===== src/rtl/keypad_scanner.sv =====
// keypad_scanner
//   Scans a 4x4 matrix keypad by driving one column low at a time and
//   reading the rows back. A decoded key is accepted only after it has been
//   stable for DEBOUNCE_SCANS full frames. The last two accepted keys are
//   kept as an 8-bit value.
//
// Ports
//   clk        system clock
//   rst_n      asynchronous active-low reset
//   row[3:0]   keypad rows, active-low, asynchronous to clk
//   col[3:0]   keypad columns, one-cold (active column driven 0)
//   value_clr  synchronous clear of value
//   key_code   hex code of the last accepted key
//   key_valid  one-cycle pulse when a new key is accepted
//   key_held   high while the accepted key is considered pressed
//   value      {previous key, latest key}
module keypad_scanner #(
  parameter int SCAN_DIV       = 100000,
  parameter int DEBOUNCE_SCANS = 4
) (
  input  logic       clk,
  input  logic       rst_n,
  input  logic [3:0] row,
  output logic [3:0] col,
  input  logic       value_clr,
  output logic [3:0] key_code,
  output logic       key_valid,
  output logic       key_held,
  output logic [7:0] value
);

  localparam int              DIV_W    = (SCAN_DIV > 1) ? $clog2(SCAN_DIV) : 1;
  localparam logic [DIV_W-1:0] DIV_LAST = DIV_W'(SCAN_DIV - 1);
  localparam logic [3:0]      DEB_N    = 4'(DEBOUNCE_SCANS);

  localparam logic [1:0] IDLE     = 2'd0;
  localparam logic [1:0] DEBOUNCE = 2'd1;
  localparam logic [1:0] PRESSED  = 2'd2;
  localparam logic [1:0] RELEASE  = 2'd3;

  logic [DIV_W-1:0] div_q;
  logic [1:0]       col_idx;
  logic [3:0]       row_s1, row_s2;
  logic [1:0]       acc_cnt;      // keys seen so far in this frame: 0, 1, 2 = many
  logic [3:0]       acc_code;
  logic [1:0]       state_q, state_d;
  logic [3:0]       cnt_q, cnt_d;
  logic [3:0]       cand_q, cand_d;

  logic       slot_end, frame_end;
  logic [1:0] col_cnt, col_row;
  logic [3:0] col_code;
  logic [2:0] sum_cnt;
  logic [1:0] tot_cnt;
  logic [3:0] tot_code;
  logic       accept, release_done;

  function automatic logic [3:0] key_map(input logic [1:0] r, input logic [1:0] c);
    case ({r, c})
      4'h0: key_map = 4'h1;  4'h1: key_map = 4'h2;  4'h2: key_map = 4'h3;  4'h3: key_map = 4'hA;
      4'h4: key_map = 4'h4;  4'h5: key_map = 4'h5;  4'h6: key_map = 4'h6;  4'h7: key_map = 4'hB;
      4'h8: key_map = 4'h7;  4'h9: key_map = 4'h8;  4'hA: key_map = 4'h9;  4'hB: key_map = 4'hC;
      4'hC: key_map = 4'h0;  4'hD: key_map = 4'hF;  4'hE: key_map = 4'hE;  default: key_map = 4'hD;
    endcase
  endfunction

  assign col       = ~(4'b0001 << col_idx);
  assign slot_end  = (div_q == DIV_LAST);
  assign frame_end = slot_end && (col_idx == 2'd3);

  // Rows pressed in the active column, as read through the synchronizer.
  always_comb begin
    // NOTE: every combinational output gets a default first so no path can
    // leave it unassigned and infer a latch.
    col_cnt = 2'd0;
    col_row = 2'd0;
    for (int r = 0; r < 4; r++) begin
      if (!row_s2[r]) begin
        col_row = 2'(r);
        if (col_cnt != 2'd2) col_cnt = col_cnt + 2'd1;
      end
    end
    col_code = key_map(col_row, col_idx);
    sum_cnt  = {1'b0, acc_cnt} + {1'b0, col_cnt};
    tot_cnt  = (sum_cnt >= 3'd2) ? 2'd2 : sum_cnt[1:0];
    tot_code = (col_cnt != 2'd0) ? col_code : acc_code;
  end

  // Debounce FSM; tot_* is the complete frame result when frame_end is high.
  always_comb begin
    state_d      = state_q;
    cnt_d        = cnt_q;
    cand_d       = cand_q;
    accept       = 1'b0;
    release_done = 1'b0;
    if (frame_end) begin
      case (state_q)
        IDLE: if (tot_cnt == 2'd1) begin
          cand_d = tot_code;
          if (DEB_N == 4'd1) begin
            state_d = PRESSED;
            cnt_d   = 4'd0;
            accept  = 1'b1;
          end else begin
            state_d = DEBOUNCE;
            cnt_d   = 4'd1;
          end
        end
        DEBOUNCE: begin
          if (tot_cnt == 2'd1 && tot_code == cand_q) begin
            if (cnt_q + 4'd1 == DEB_N) begin
              state_d = PRESSED;
              cnt_d   = 4'd0;
              accept  = 1'b1;
            end else begin
              cnt_d = cnt_q + 4'd1;
            end
          end else begin
            state_d = IDLE;
            cnt_d   = 4'd0;
          end
        end
        PRESSED: if (tot_cnt == 2'd0) begin
          if (DEB_N == 4'd1) begin
            state_d      = IDLE;
            cnt_d        = 4'd0;
            release_done = 1'b1;
          end else begin
            state_d = RELEASE;
            cnt_d   = 4'd1;
          end
        end
        default: begin // RELEASE
          if (tot_cnt == 2'd0) begin
            if (cnt_q + 4'd1 == DEB_N) begin
              state_d      = IDLE;
              cnt_d        = 4'd0;
              release_done = 1'b1;
            end else begin
              cnt_d = cnt_q + 4'd1;
            end
          end else begin
            state_d = PRESSED;
            cnt_d   = 4'd0;
          end
        end
      endcase
    end
  end

  always_ff @(posedge clk or negedge rst_n) begin
    if (!rst_n) begin
      div_q     <= '0;
      col_idx   <= 2'd0;
      row_s1    <= 4'b1111;
      row_s2    <= 4'b1111;
      acc_cnt   <= 2'd0;
      acc_code  <= 4'h0;
      state_q   <= IDLE;
      cnt_q     <= 4'd0;
      cand_q    <= 4'h0;
      key_code  <= 4'h0;
      key_valid <= 1'b0;
      key_held  <= 1'b0;
      value     <= 8'h00;
    end else begin
      // NOTE: non-blocking assignments so every register samples the values
      // from before this edge, independent of statement order.
      row_s1    <= row;
      row_s2    <= row_s1;
      state_q   <= state_d;
      cnt_q     <= cnt_d;
      cand_q    <= cand_d;
      key_valid <= accept;

      if (slot_end) begin
        div_q   <= '0;
        col_idx <= col_idx + 2'd1;
        if (col_idx == 2'd3) begin
          acc_cnt  <= 2'd0;
          acc_code <= 4'h0;
        end else begin
          acc_cnt  <= tot_cnt;
          acc_code <= tot_code;
        end
      end else begin
        div_q <= div_q + DIV_W'(1);
      end

      if (accept) begin
        key_code <= tot_code;
        key_held <= 1'b1;
      end else if (release_done) begin
        key_held <= 1'b0;
      end

      // A clear coincident with an accept keeps only the new key.
      if (value_clr) value <= accept ? {4'h0, tot_code} : 8'h00;
      else if (accept) value <= {value[3:0], tot_code};
    end
  end

endmodule


===== config.mk =====
export PLATFORM = sky130hd
export DESIGN_NAME = keypad_scanner
export DESIGN_NICKNAME = d
export VERILOG_FILES = /design/src/rtl/keypad_scanner.sv
export SDC_FILE = /design/constraint.sdc
export NUM_CORES = 1
export LEC_CHECK = 0
export ABC_AREA = 0
export CAP_MARGIN = 20
export CORE_MARGIN = 3
export CORE_UTILIZATION = 25
export DETAILED_ROUTE_END_ITERATION = 8
export SYNTH_ARGS = -nofsm -noshare
export SYNTH_HDL_FRONTEND = slang
export SYNTH_SLANG_ARGS = --single-unit

===== constraint.sdc =====
create_clock -name clk -period 5.34 [get_ports clk]
set_clock_uncertainty 0.05 [all_clocks]
set_input_delay 1.068 -clock clk [delete_from_list [all_inputs] [get_ports clk]]
set_output_delay 1.068 -clock clk [all_outputs]
set_load 0.02 [all_outputs]

==> impl_metrics.py <==
metrics = {
    "final_layout": {
        "nFillCells": 1180,
        "nNetsFinal": 352,
        "fin_cells": 475,
        "layout-drive-gt1-share": 0.133,
        "area_growth_pct": 23.3,
        "antenna_cells": 0,
    },
    "place": {
        "hpwl_um": 4350,
        "dp_cells": 459,
        "place.gp.congestion": 0.794,
        "port_buffers": 24,
        "dpl_worst_slack_ns": 1.33,
    },
    "synth": {
        "synth_area_leaders": "dfrtp_1 (40%), ha_1 (6.9%), dfstp_2 (6.9%)",
        "netlist.area_leader.share": 0.400,
        "yosysMostFrequentCell": "dfrtp_1",
        "ys_async_sr_fraction": 1.00,
        "syn_avg_cell_area_sq_um": 10.2,
        "yosysWarnings": 0,
        "synth_seq_cells": 57,
        "synthCells": 301,
        "synth_nets": 326,
        "synth_edf_count": 0,
        "yosysTopAreaCell": "dfrtp_1",
        "synthesis.area_sq_mm": 0.00307,
        "synthFlopType": "dfrtp_1",
        "yosysSeqAreaShare": 0.468,
        "ys_top_cells_by_count": "dfrtp_1 (49), nor2_1 (26), o21ai_0 (21)",
        "synth_cell_types": 56,
    },
    "grt": {
        "grt_pass1_wl_um": 10700,
        "grt_max_degree": 58,
        "globalRouteOverflowTotal": 0,
        "antenna_found_initial": 0,
        "track_usage": 0.100,
        "first_global_vias": 2261,
    },
    "setup_path": {
        "worstRegToRegCells": 15,
        "slowest_delay_ns": 0.71,
        "r2r_setup_slack_ns": 1.31,
        "required_ns": 5.53,
        "cp-start-kind": "flop",
        "critPathLaunch": "row_s2[1]",
        "worstSetupPathType": "reg2reg",
        "slowest_stage": "or4_1",
        "crit_chain": "inv_1 > ha_1 > mux2i_1 > ha_1 > nor2_1 > a21oi_1 > ha_1 > inv_1 > fa_1 > and3_1 > and3_1 > mux2i_1 > or4_1 > o21ai_2 > mux2i_1",
        "arrival_ns": 4.22,
        "end_kind": "flop",
        "r2r-end": "state_q[1]",
        "critPathCapture": "state_q[1]",
        "cp_max_fo": 16,
        "worstReg2RegStart": "row_s2[1]",
    },
    "pwr": {
        "fin_total_pwr_mw": 1.17,
        "power.density_mw_per_mm2": 308,
        "peakVddDrop_mv": 0.147,
        "leakagePower_nw": 1.67,
    },
    "cts": {
        "clock_latency_ns": 0.32,
        "clock_sinks": 57,
        "cts_htree_levels": 3,
        "numCtsBuffers": 9,
        "path_clk_slew_ns": 0.05,
        "cts_resized": 0,
        "cts_buffer_depth": 2,
        "postCtsHoldBufs": 0,
        "cts_setup_buffers": 0,
        "cts_root_buf": "clkbuf_16",
        "tritoncts": "done",
    },
    "floorplanning": {
        "core_sq_mm": 0.0117,
        "pin_count": 25,
        "num_rows": 39,
        "die_h_um": 117,
        "dieWidth_um": 117,
        "fp.dieArea_sq_mm": 0.0136,
        "start_util": 0.262,
    },
    "timing": {
        "tns_ns": 0,
        "layout_setup_ws_ns": 1.31,
        "setup_viol": 0,
        "hold_ws_ns": 0.303,
        "relSlewSlack": 0.522,
        "clock.fmax_mhz": 248,
        "fin_crit_ns": 4.03,
        "finalHoldViolCount": 0,
        "post-route-period-util": 0.754,
        "slew_viol_final": 0,
        "max_slew.worst_pin.slew_ns": 0.717,
        "rsz0062_at_grt": "false",
    },
    "detailed_routing": {
        "wl_per_cell_um": 13.3,
        "dr.pass1.iters": 4,
        "wl_met2_um": 2780,
        "wl_met3_um": 359,
        "top_layer_used": "met4",
        "drc_errors": 0,
        "antenna_left": 0,
        "drt_iter0_drc": 99,
        "totalWireLength_um": 6340,
        "vias": 2250,
        "viasPerCell": 4.74,
        "met1_length_um": 3100,
    },
    "flow_run": {
        "maxCapViolCount": 0,
    },
    "hold_path": {
        "worstHoldPathType": "reg2reg",
        "hold_path_depth": 0,
    },
    "run_status": {
        "status": "finished, final reports clean",
    },
}
worst min path at each step:
stage | startpoint | to | slack, ns
global route | row_s1[2] | row_s2[2] | 0.31
floorplan | row_s1[0] | row_s2[0] | 0.30
finish | row_s1[2] | row_s2[2] | 0.30
global placement | row_s1[2] | row_s2[2] | 0.30
detailed placement | row_s1[2] | row_s2[2] | 0.30
CTS | row_s1[1] | row_s2[1] | 0.31
cell usage in the layout, fill, tap and decap left out, types with 2 or more instances in the layout:
cell type and count:
nand3_1 13, clkbuf_16 9, a211o_1 2, dfstp_2 8, o22ai_1 5, a21oi_1 11
nand2_1 17, dfrtp_1 49, xnor2_1 12, o21ai_0 21, a31oi_1 3, o21a_1 2
nor3b_1 2, nand2b_1 4, and2_1 4, o21ai_1 6, bufinv_16 3, nor4_2 2
clkdlybuf4s50_1 23, xor2_1 8, a31o_2 2, nor2_1 26, mux2i_1 4, ha_1 17
nand4_1 3, and3_1 6, and4_1 4, a211oi_1 4, mux2_2 6, nor2b_1 6
buf_4 2, inv_1 19, nor4b_1 2
layer usage:
metal | vias to the layer above | track usage
met2 | 49 | 0.148
met4 | 0 | 0.0405
li1 | 1106 | -
met3 | 10 | 0.0389
met1 | 1085 | 0.132
met5 | - | 0
kinds of logic after synthesis:
| family | share of synthesized area |
|---|---|
| and+or+nand+nor | 0.174 |
| AOI/OAI and AO/OA | 0.140 |
| DFF | 0.468 |
| buffers and inverters | 0.0424 |
| xor gates and xnor gates | 0.0571 |
| adders and majority gates | 0.0759 |
| muxes | 0.0424 |
state kept, by name, indices dropped and copies added, names as in the netlist:
name and count:
acc_cnt 2, acc_code 4, cand_q 4, cnt_q 4, col_idx 2, div_q 17
key_code 4, key_held 1, key_valid 1, row_s1 4, row_s2 4, state_q 2
value 8
cell type report:
type	instances	area, sq um	share of cell area
well taps	143	179	0.0473
clock inverters	5	103	0.0271
clock buffers	11	243	0.0642
multi-input cells	214	1500	0.397
flip-flops and latches	57	1440	0.380
repair buffers	26	250	0.0662
inverters	19	71.3	0.0189
metrics by stage:
stage | util | instance area (sq um)
CTS | 0.323 | 3780
global route | 0.323 | 3780
detailed placement | 0.293 | 3440
finish | 0.323 | 3780
global placement | 0.293 | 3440
floorplan | - | 3070
critical path: cells and delay by family (launching register included):
| family | cells | cell delay, ns |
|---|---|---|
| flops | 1 | 0.57 |
| simple gates | 4 | 1.14 |
| fa+ha+maj | 4 | 1.17 |
| mux | 3 | 0.51 |
| compound gates | 2 | 0.42 |
| buf+inv | 2 | 0.09 |
power by group:
| group | switching (mW) | internal [mW] | leakage, nW |
|---|---|---|---|
| combinational | 0.0346 | 0.0213 | 0.750 |
| clock | 0.201 | 0.467 | 0.166 |
| sequential | 0.00343 | 0.438 | 0.755 |
Power figures use the tool's default switching activity.
==> variant: new RTL, same settings <==
Add an input register stage for `row` and `value_clr`; this delays them by one clock.
--- a/src/rtl/keypad_scanner.sv
+++ b/src/rtl/keypad_scanner.sv
@@ -38,6 +38,14 @@
   localparam logic [1:0] PRESSED  = 2'd2;
   localparam logic [1:0] RELEASE  = 2'd3;
 
+  logic [3:0] row_q;
+  logic value_clr_q;
+
+  always_ff @(posedge clk) begin
+    row_q       <= row;
+    value_clr_q <= value_clr;
+  end
+
   logic [DIV_W-1:0] div_q;
   logic [1:0]       col_idx;
   logic [3:0]       row_s1, row_s2;
@@ -166,7 +174,7 @@
     end else begin
       // NOTE: non-blocking assignments so every register samples the values
       // from before this edge, independent of statement order.
-      row_s1    <= row;
+      row_s1    <= row_q;
       row_s2    <= row_s1;
       state_q   <= state_d;
       cnt_q     <= cnt_d;
@@ -195,7 +203,7 @@
       end
 
       // A clear coincident with an accept keeps only the new key.
-      if (value_clr) value <= accept ? {4'h0, tot_code} : 8'h00;
+      if (value_clr_q) value <= accept ? {4'h0, tot_code} : 8'h00;
       else if (accept) value <= {value[3:0], tot_code};
     end
   end
Function: same outputs for any inputs over 10 cycles, from zero or initial values and one cycle with rst_n low; that may be too few to reach the edited logic, so the function may still have changed.
==> variant against the unedited design <==
  * Sequential cell count rose by 5
  * Setup slack improved by 0.024 ns
  * Power fell by 1.1%
  * Largest cell class is now sequential cells
  * Count of clock-buffer cells in the layout is 1 higher
  * Maximum frequency is 0.59% higher
  * Design area rose by 2.9%
  * Synthesized area grew 2.9%
  * Global-route usage grew 0.42 points
  * Die area grew 2.8%
  * Wire length is 6.5% higher
  * Core utilization is 0.29 points lower
==> variant: results (changes against the unedited design) <==
metric;value;unit;change
outcome;finished clean;;
Hold Path Sink;row_s1[2];;
Placed Area;3580;µm²;+4.0%
Rel. slew slack;0.440;;-0.0825
Pre-Repair DR Iteration Count;6;;+2
routed wire length;6750;µm;+6.5%
DPL Wire Length;4760;µm;+9.5%
Net count, final;359;;+2.0%
worst hold slack;0.242;ns;-0.0610 ns
Post-synth top cells;49 x dfrtp_1, 23 x nand2_1, 18 x inv_1, 18 x nand3_1;;
Placed Cells incl. Taps;491;;+7.0%
FFs w/ async S/R, synth;0.919;;-0.0806
CP peak stage delay;0.74;ns;+0.03 ns
global-route wire length before repair;12000;µm;+12%
Iteration-0 DRC Markers;72;;-27%
Critical Path End;value[2];;
Syn Nets;330;;+1.2%
Worst VDD drop;0.165;mV;+12%
DP Worst Slack;1.38;ns;+0.0410 ns
synth unique cells;55;;-1.8%
crit-path max FO;8;;-8
min-delay src;row_q[2];;
Worst EP arrival;4.20;ns;-0.02 ns
P&R area growth vs syn;23.4;%;about the same
Mapped Avg Cell Area;10.3;µm²;+1.5%
GP Congestion;0.767;;-3.4%
register area share after synthesis;0.487;;+0.0185
Leakage;1.70;nW;+1.9%
fill cell count;1232;;+4.4%
post-DR wirelength/cell;13.3;µm;-0.25%
GRT Total Usage;0.104;;+0.00416
vias in the first global route;2397;;+6.0%
[variant: critical path: cells and delay by family (launching register included)]
| kind | cells | cell delay (ns) |
|---|---|---|
| flip-flops | 1 | 0.58 |
| AND/OR/NAND/NOR | 4 | 1.20 |
| adder cells (fa/ha/maj) | 4 | 1.16 |
| buffers and inverters | 2 | 0.10 |
| multiplexers | 2 | 0.40 |
| AO/OA/AOI/OAI | 3 | 0.43 |
[variant: area by class of cell]
| type | instances | share of cell area |
|---|---|---|
| sequential | 62 | 0.395 |
| multi-input combinational | 216 | 0.386 |
| timing repair buffer | 27 | 0.0662 |
| clock buffer | 12 | 0.0633 |
| tap | 168 | 0.0540 |
| clock inverter | 4 | 0.0180 |
| inverter | 18 | 0.0174 |
[variant: metal layers]
| layer | share of wire | global-route usage | vias up |
|---|---|---|---|
| met5 | 0 | 0 | - |
| met4 | 0.0081 | 0.0374 | 0 |
| met3 | 0.027 | 0.0244 | 5 |
| met2 | 0.47 | 0.166 | 25 |
| met1 | 0.50 | 0.139 | 1101 |
| li1 | - | - | 1135 |
[variant: where the power goes]
| group | leakage, nW | switching [mW] | internal, mW | total (mW) |
|---|---|---|---|---|
| Sequential | 0.797 | 0.00458 | 0.478 | 0.482 |
| Combinational | 0.750 | 0.0318 | 0.0235 | 0.0553 |
| Clock | 0.157 | 0.196 | 0.419 | 0.615 |
[variant: cells by family (layout without fill, tap and decap cells)]
| kind of cell | count (synthesis) | count (layout) | synth area share |
|---|---|---|---|
| mux | 9 | 9 | 0.0341 |
| xor+xnor | 20 | 20 | 0.0555 |
| buf+inv | 27 | 61 | 0.0365 |
| flops | 62 | 62 | 0.487 |
| compound gates | 61 | 61 | 0.121 |
| simple gates | 108 | 108 | 0.192 |
| fa+ha+maj | 18 | 18 | 0.0737 |
